$ cat config.mk
export PLATFORM = sky130hd
export DESIGN_NAME = dma_tile_sequencer
export DESIGN_NICKNAME = d
export VERILOG_FILES = /design/src/rtl/dma_tile_sequencer.sv
export SDC_FILE = /design/constraint.sdc
export NUM_CORES = 1
export LEC_CHECK = 0
export ABC_AREA = 1
export ABC_CLOCK_PERIOD_IN_PS = 1840
export CAP_MARGIN = 20
export CORE_MARGIN = 1.5
export CORE_UTILIZATION = 35
export CTS_CLUSTER_DIAMETER = 100
export DETAILED_ROUTE_END_ITERATION = 10
export GPL_TIMING_DRIVEN = 0
export SYNTH_ARGS = -nofsm -noshare
export SYNTH_HDL_FRONTEND = slang
export SYNTH_SLANG_ARGS = --single-unit
$ cat constraint.sdc
create_clock -name clk -period 1.84 [get_ports clk]
set_input_delay 0.368 -clock clk [delete_from_list [all_inputs] [get_ports clk]]
set_output_delay 0.368 -clock clk [all_outputs]
set_load 0.005 [all_outputs]
$ cat src/rtl/dma_tile_sequencer.sv
// Per-pass DMA sequencer: filter load, bias load, then per spatial tile the
// ifmap channel loads, one compute window and the opsum channel stores.
module dma_tile_sequencer #(
    parameter int TILE_W = 8
) (
    input  logic              clk,
    input  logic              rst_n,
    input  logic              start_i,
    input  logic [1:0]        layer_type_i,
    input  logic [6:0]        tile_D_i,
    input  logic [6:0]        tile_K_i,
    input  logic [TILE_W-1:0] n_tiles_i,
    input  logic              dma_ack_i,
    input  logic              dma_interrupt_i,
    input  logic              compute_done_i,
    output logic [1:0]        input_type_o,
    output logic [1:0]        layer_type_o,
    output logic              dma_req_o,
    output logic [6:0]        chan_cnt_o,
    output logic [TILE_W-1:0] tile_cnt_o,
    output logic              compute_start_o,
    output logic              busy_o,
    output logic              pass_done_o,
    output logic              proto_err_o
);

    typedef enum logic [3:0] {
        S_IDLE,
        S_FILT_REQ,
        S_FILT_WAIT,
        S_BIAS_REQ,
        S_BIAS_WAIT,
        S_IFM_REQ,
        S_IFM_WAIT,
        S_COMP_START,
        S_COMP_WAIT,
        S_OPS_REQ,
        S_OPS_WAIT,
        S_DONE
    } state_t;

    state_t            state_q, state_d;
    logic [1:0]        layer_q, layer_d;
    logic [6:0]        cfg_d_q, cfg_d_d;
    logic [6:0]        cfg_k_q, cfg_k_d;
    logic [TILE_W-1:0] cfg_n_q, cfg_n_d;
    logic [6:0]        chan_q, chan_d;
    logic [TILE_W-1:0] tile_q, tile_d;
    logic              err_q, err_d;

    state_t            tile_first_state;
    state_t            tile_end_state;
    logic [TILE_W-1:0] tile_end_cnt;
    logic              in_wait;

    always_ff @(posedge clk) begin
        if (!rst_n) begin
            state_q <= S_IDLE;
            layer_q <= '0;
            cfg_d_q <= '0;
            cfg_k_q <= '0;
            cfg_n_q <= '0;
            chan_q  <= '0;
            tile_q  <= '0;
            err_q   <= 1'b0;
        end else begin
            state_q <= state_d;
            layer_q <= layer_d;
            cfg_d_q <= cfg_d_d;
            cfg_k_q <= cfg_k_d;
            cfg_n_q <= cfg_n_d;
            chan_q  <= chan_d;
            tile_q  <= tile_d;
            err_q   <= err_d;
        end
    end

    always_comb begin
        state_d = state_q;
        layer_d = layer_q;
        cfg_d_d = cfg_d_q;
        cfg_k_d = cfg_k_q;
        cfg_n_d = cfg_n_q;
        chan_d  = chan_q;
        tile_d  = tile_q;
        err_d   = err_q;

        // A tile with no ifmap channels goes straight to its compute window.
        tile_first_state = (cfg_d_q == '0) ? S_COMP_START : S_IFM_REQ;
        if (tile_q == cfg_n_q - TILE_W'(1)) begin
            tile_end_state = S_DONE;
            tile_end_cnt   = tile_q;
        end else begin
            tile_end_state = tile_first_state;
            tile_end_cnt   = tile_q + TILE_W'(1);
        end

        in_wait = (state_q == S_FILT_WAIT) || (state_q == S_BIAS_WAIT) ||
                  (state_q == S_IFM_WAIT)  || (state_q == S_OPS_WAIT);
        if (dma_interrupt_i && !in_wait) begin
            err_d = 1'b1;
        end

        case (state_q)
            S_IDLE: begin
                if (start_i) begin
                    layer_d = layer_type_i;
                    cfg_d_d = tile_D_i;
                    cfg_k_d = tile_K_i;
                    cfg_n_d = n_tiles_i;
                    chan_d  = '0;
                    tile_d  = '0;
                    err_d   = 1'b0;
                    state_d = S_FILT_REQ;
                end
            end
            S_FILT_REQ: if (dma_ack_i) state_d = S_FILT_WAIT;
            S_FILT_WAIT: if (dma_interrupt_i) state_d = S_BIAS_REQ;
            S_BIAS_REQ: if (dma_ack_i) state_d = S_BIAS_WAIT;
            S_BIAS_WAIT: begin
                if (dma_interrupt_i) begin
                    state_d = (cfg_n_q == '0) ? S_DONE : tile_first_state;
                end
            end
            S_IFM_REQ: if (dma_ack_i) state_d = S_IFM_WAIT;
            S_IFM_WAIT: begin
                if (dma_interrupt_i) begin
                    if (chan_q == cfg_d_q - 7'd1) begin
                        chan_d  = '0;
                        state_d = S_COMP_START;
                    end else begin
                        chan_d  = chan_q + 7'd1;
                        state_d = S_IFM_REQ;
                    end
                end
            end
            S_COMP_START: state_d = S_COMP_WAIT;
            S_COMP_WAIT: begin
                if (compute_done_i) begin
                    if (cfg_k_q == '0) begin
                        state_d = tile_end_state;
                        tile_d  = tile_end_cnt;
                    end else begin
                        state_d = S_OPS_REQ;
                    end
                end
            end
            S_OPS_REQ: if (dma_ack_i) state_d = S_OPS_WAIT;
            S_OPS_WAIT: begin
                if (dma_interrupt_i) begin
                    if (chan_q == cfg_k_q - 7'd1) begin
                        chan_d  = '0;
                        state_d = tile_end_state;
                        tile_d  = tile_end_cnt;
                    end else begin
                        chan_d  = chan_q + 7'd1;
                        state_d = S_OPS_REQ;
                    end
                end
            end
            S_DONE: state_d = S_IDLE;
            default: state_d = S_IDLE;
        endcase
    end

    always_comb begin
        input_type_o    = 2'd0;
        dma_req_o       = 1'b0;
        compute_start_o = 1'b0;
        pass_done_o     = 1'b0;
        case (state_q)
            S_FILT_REQ:   begin input_type_o = 2'd0; dma_req_o = 1'b1; end
            S_FILT_WAIT:  input_type_o = 2'd0;
            S_BIAS_REQ:   begin input_type_o = 2'd2; dma_req_o = 1'b1; end
            S_BIAS_WAIT:  input_type_o = 2'd2;
            S_IFM_REQ:    begin input_type_o = 2'd1; dma_req_o = 1'b1; end
            S_IFM_WAIT:   input_type_o = 2'd1;
            S_COMP_START: begin input_type_o = 2'd1; compute_start_o = 1'b1; end
            S_COMP_WAIT:  input_type_o = 2'd1;
            S_OPS_REQ:    begin input_type_o = 2'd3; dma_req_o = 1'b1; end
            S_OPS_WAIT:   input_type_o = 2'd3;
            S_DONE:       begin input_type_o = 2'd3; pass_done_o = 1'b1; end
            default:      input_type_o = 2'd0;
        endcase
    end

    assign busy_o       = (state_q != S_IDLE);
    assign layer_type_o = layer_q;
    assign chan_cnt_o   = chan_q;
    assign tile_cnt_o   = tile_q;
    assign proto_err_o  = err_q;

endmodule

# After elaboration in Yosys (flattened, before gate mapping)
# Cells that the tools add are included.
# totals
in_bits,30
out_inout_bits,24
regBits,44
elab_cells,96
# op_classes
n_eq_ne,26
n_addsub,5
n_reduce_logical,20
mux,37
# op_table
cell,n
4-bit 2-to-1 mux,14
8-bit 2-to-1 mux,6
4-bit one-hot mux with 11 select lines,1
7-bit 2-to-1 mux,5
8-bit one-hot mux with 3 select lines,1
"2-bit != test, second input constant",11
7-bit one-hot mux with 3 select lines,1
"4-bit by 3-bit equality test with 1-bit output, second input constant",4
"4-bit equality test, second input constant",4
7-bit equality test,2
7-bit logical NOT,2
"7-bit by 1-bit subtractor with 7-bit output, second input constant",2
10-bit AND reduction,1
"8-bit by 1-bit adder with 8-bit output, second input constant",1
"4-bit by 2-bit equality test with 1-bit output, second input constant",2
8-bit equality test,1
8-bit logical NOT,1
4-bit OR reduction,2
"8-bit by 1-bit subtractor with 8-bit output, second input constant",1
"7-bit by 1-bit adder with 7-bit output, second input constant",1
1-bit 2-to-1 mux,6
2-bit one-hot mux with 3 select lines,1
6-bit AND reduction,1
3-bit nonzero test,2
other kinds (12),15

# Logic depth before layout (Yosys ltp)
# logic_depth
depth_word,9
depth_mapped,16
mapped_depth_nobuf,16

# Worst setup path before layout
# No wires, ideal clock.
# synth_path
path_kind,reg2reg
from,register cfg_n_q[0]
to,"register tile_q[3], in the netlist tile_cnt_o[3]"
required_ns,1.712
period_less_slack_ns,1.781
t_arrival_ns,1.653
path_buffers,0
path_stages_with_launch,14
path_slack_ns,0.059
setup_ns,0.128
cell_sequence,dfxtp_1 > inv_1 > ha_1 > or2_2 > nand3_1 > nor2_1 > nand3_1 > nor2_1 > nand3_2 > nand2_2 > nor2_8 > nand3_1 > nand2_1 > nor2_1
# synth_via
elab_chain_cells,6
word_cells_on_any_way,8
classes_between,1 x add/sub; 1 x eq/ne; 6 x mux
# synth_rtl
element,line,rtl
start: declaration,46,"logic [TILE_W-1:0] cfg_n_q, cfg_n_d;"
start signal: assignment,71,cfg_n_q <= cfg_n_d;
8-bit by 1-bit subtractor with 8-bit output *,90,if (tile_q == cfg_n_q - TILE_W'(1)) begin
8-bit equality test *,90,
8-bit 2-to-1 mux *,90,
8-bit 2-to-1 mux (on tied branches),"151, 140",
8-bit 2-to-1 mux (on tied branches),"150, 139",
8-bit one-hot mux with 3 select lines *,104,case (state_q)
end signal: assignment,73,tile_q <= tile_d;
end: declaration,48,"logic [TILE_W-1:0] tile_q, tile_d;"
# Every way passes the cells marked *; elsewhere a longest branch is shown, timed or not. The select of a mux whose other input is x is not followed.
# A chain may end at the register's enable or synchronous reset.

# Worst setup path in the final report
# layout_path
from,register state_q[3]
to,output port dma_req_o
# layout_via
elab_chain_cells,3
word_cells_on_any_way,6
classes_between,4 x eq/ne; 1 x mux; 1 x reduce/logical
# layout_rtl
element,line,rtl
start: declaration,42,"state_t state_q, state_d;"
start signal: assignment,67,state_q <= state_d;
"4-bit equality test, or another cell as far along",171,case (state_q)
4-bit OR reduction (no source line) *,n/a,
1-bit 2-to-1 mux *,171,
end: declaration,18,"output logic dma_req_o,"
# Every way passes the cells marked *; elsewhere a longest branch is shown, timed or not.

==> impl_metrics.env <==
export IMPL_clk_pin_slew_ns=0.09
export IMPL_clockBufferDepth=2
export IMPL_grt_max_degree=14
export IMPL_setup_worst_path_end_class="output port"
export IMPL_peakVddDrop_uv=391
export IMPL_critical_path_top_delay_family="buffers and inverters"
export IMPL_yosysMostFrequentCell="nand2_1"
export IMPL_period_needed_ns=1.92
export IMPL_worst_pin_slew_ns=0.621
export IMPL_drc=0
export IMPL_rsz0062_at_grt="yes"
export IMPL_combPwrFrac_pct=56.3
export IMPL_worst_path_buf_inv=2
export IMPL_grt_antenna_before_repair=0
export IMPL_fmax_mhz=520
export IMPL_ios=54
export IMPL_min_period_over_period_pct=105
export IMPL_p_int_uw=2570
export IMPL_final_cells=688
export IMPL_dpl_instance_area_um2=3750
export IMPL_initial_utilization_pct=35.7
export IMPL_dp_cells=667
export IMPL_grt_pass1_vias=3330
export IMPL_final_area_um2=4170
export IMPL_drive_above_1_share_pct=19.0
export IMPL_critPathMostFrequentCell="nand2_1"
export IMPL_pwr_share_clk_pct=14.5
export IMPL_clock_skew_ns=0.0112
export IMPL_relSlewSlack_pct=58.6
export IMPL_syn_avg_cell_area_um2=6.10
export IMPL_critical_path_startpoint_type="flip-flop"
export IMPL_p_switching_uw=2090
export IMPL_ys_warn_count=0
export IMPL_fin_tns_setup_ns=-0.423
export IMPL_htreeDepth=2
export IMPL_worstSkewPairLatency_ns=0.31
export IMPL_syn_inst=506
export IMPL_ys_types=34
export IMPL_ant_nets=0
export IMPL_coreArea_um2=8640
export IMPL_violations="setup timing"
export IMPL_powerDensity_nw_per_um2=1120
export IMPL_grt_pass1_wl_um=15100
export IMPL_arrival_ns=1.55
export IMPL_synth_nets=544
export IMPL_hold_class="flip-flop to flip-flop"
export IMPL_cp_required_ns=1.47
export IMPL_status="finished with violations"
export IMPL_postSynth_asyncResetShare_pct=0
export IMPL_synthTopCellsByArea="dfxtp_1 29%, nand2_1 18%, a21oi_1 7.3%"
export IMPL_gr_usage_all_layers_pct=19.4
export IMPL_fp_dieW_um=96.9
export IMPL_root_buffer="clkbuf_8"
export IMPL_worstSetupPathType="flip-flop to output port"
export IMPL_gr_total_overflow=0
export IMPL_max_stage_delay_ns=0.50
export IMPL_place_gp_congestion=0.873
export IMPL_synth_seq_area_share_pct=28.5
export IMPL_syn_area_um2=3090
export IMPL_die_height_um=96.9
export IMPL_postCtsHoldBufs=0
export IMPL_max_cap_violations=0
export IMPL_nets=617
export IMPL_cp_slowest_cell="clkdlybuf4s50_1"
export IMPL_area_growth_pct=35.1
export IMPL_crit_chain="nor2_4 -> buf_4 -> nand2_1 -> nand2_1 -> clkdlybuf4s50_1"
export IMPL_hold_violations=0
export IMPL_slew_violations=0
export IMPL_final_core_util_pct=48.3
export IMPL_swShare_pct=44.9
export IMPL_vias=3406
export IMPL_first_pass_iters=4
export IMPL_setup_viol=10
export IMPL_wirelength_um=8960
export IMPL_p_leak_uw=0.00189
export IMPL_netlist_area_leader_share_pct=28.5
export IMPL_worstPathMaxFanout=5
export IMPL_vias_per_cell=4.95
export IMPL_rows=34
export IMPL_synth_flop_cell="dfxtp_1"
export IMPL_antenna_cells=0
export IMPL_port_buffers=53
export IMPL_drt_iter0_drc=128
export IMPL_ys_ff_latch=44
export IMPL_yosys_top_cells_count="149 x nand2_1, 56 x inv_1, 52 x nor2_1, 45 x a21oi_1, 44 x dfxtp_1"
export IMPL_synth_top_area_cell="dfxtp_1"
export IMPL_fp_dieArea_um2=9390
export IMPL_cts_tree="done"
export IMPL_clock_sinks=44
export IMPL_hpwl_um=6730
export IMPL_wire_per_inst_um=13.0
export IMPL_power_frac_seq_pct=29.2
export IMPL_layout_setup_ws_ns=-0.0828
export IMPL_cts_buffers=5
export IMPL_synth_edff_count=0
[worst register-to-register path: stages, from the launching register on]
cell and delay (ns):
dfxtp_2 0.35, buf_4 0.14, nor2_1 0.17, nand2_1 0.12
inv_1 0.09, nand2_1 0.05, nand2_1 0.06, nand2_1 0.05
nand3_1 0.13, inv_2 0.06, nand3_4 0.09, nand2_2 0.10
nor2_8 0.18, nand3_2 0.07, nand2_1 0.08, nor2_1 0.04
[layout by cell type, fill, tap and decap left out, types with 3 or more instances in the layout]
cell type	n
nand2_1	144
clkdlybuf4s50_1	49
inv_1	46
nor2_1	41
a21oi_1	40
nand3_1	36
dfxtp_1	35
o21ai_0	28
inv_2	24
nor2_2	12
xor2_1	10
xnor2_1	10
buf_4	9
dfxtp_2	8
clkbuf_1	7
nand2_2	6
nor2_4	6
clkbuf_8	6
nand3_2	5
a21oi_2	5
ha_1	5
buf_2	4
buf_6	3
o21ai_1	3
nand4_1	3
[path summary, 6_finish.rpt]
check | startpoint | end | slack (ns) | depth (start not counted)
worst min-delay path | layer_type_o[1]$_SDFFE_PN0P_ | layer_type_o[1]$_SDFFE_PN0P_ | 0.47 | 2
worst max register to register | cfg_n_q[0]$_SDFFE_PN0P_ | tile_cnt_o[3]$_SDFFE_PN0P_ | -0.05 | 15
worst min register to register | layer_type_o[1]$_SDFFE_PN0P_ | layer_type_o[1]$_SDFFE_PN0P_ | 0.47 | 2
worst max-delay path | state_q[3]$_SDFFE_PN0P_ | dma_req_o | -0.08 | 5
[power groups by stage]
stage	sequential, uW	combinational [uW]	clock, uW
2_1_floorplan	1310	1630	0
3_3_place_gp	1350	2190	0
3_5_place_dp	1360	2230	0
4_1_cts	1350	2520	689
5_1_grt	1390	2970	727
6_report	1360	2620	677
[repair_timing]
item	4_1_cts	5_1_grt
pin swaps	19	16
cloned	1	0
setup endpoints to repair	24	41
buffers inserted	10	2
resized for setup	41	33
[registers in the layout, summed over array words and instances, names as in the netlist]
name and flops:
cfg_d_q 7, cfg_k_q 7, cfg_n_q 8, chan_cnt_o 7
layer_type_o 2, proto_err_o 1, state_q 4, tile_cnt_o 8
[kinds of logic after synthesis]
group,count (synthesis),share of synthesized area [%]
xor+xnor,20,5.67
buf+inv,86,10.9
fa+ha+maj,8,3.24
simple gates,264,37.1
compound gates,84,14.5
flops,44,28.5
[stage by stage]
stage                     power [uW]  setup slack (ns)  hold WS, ns
after floorplan                 2940            0.0590        0.456
after global placement          3540            -0.176        0.455
after detailed placement        3590            -0.186        0.461
after CTS                       4560            -0.176        0.476
after global routing            5090            -0.256        0.503
final                           4660           -0.0828        0.474
[metal layers]
layer / global-route usage (%) / wire length (um)
met5: 0 / 0
met4: 6.69 / 176
met3: 2.96 / 337
met2: 33.1 / 4330
met1: 24.9 / 4120
[final cells by class]
class	instances	area [um2]
plain buffers	13	63.8
clock inverters	1	7.51
fillers	898	4460
inverters	73	279
flip-flops and latches	44	895
clock buffers	7	86.3
multi-input cells	377	2060
repair buffers	65	643
well taps	108	135
(Power assumes the default switching activity.)
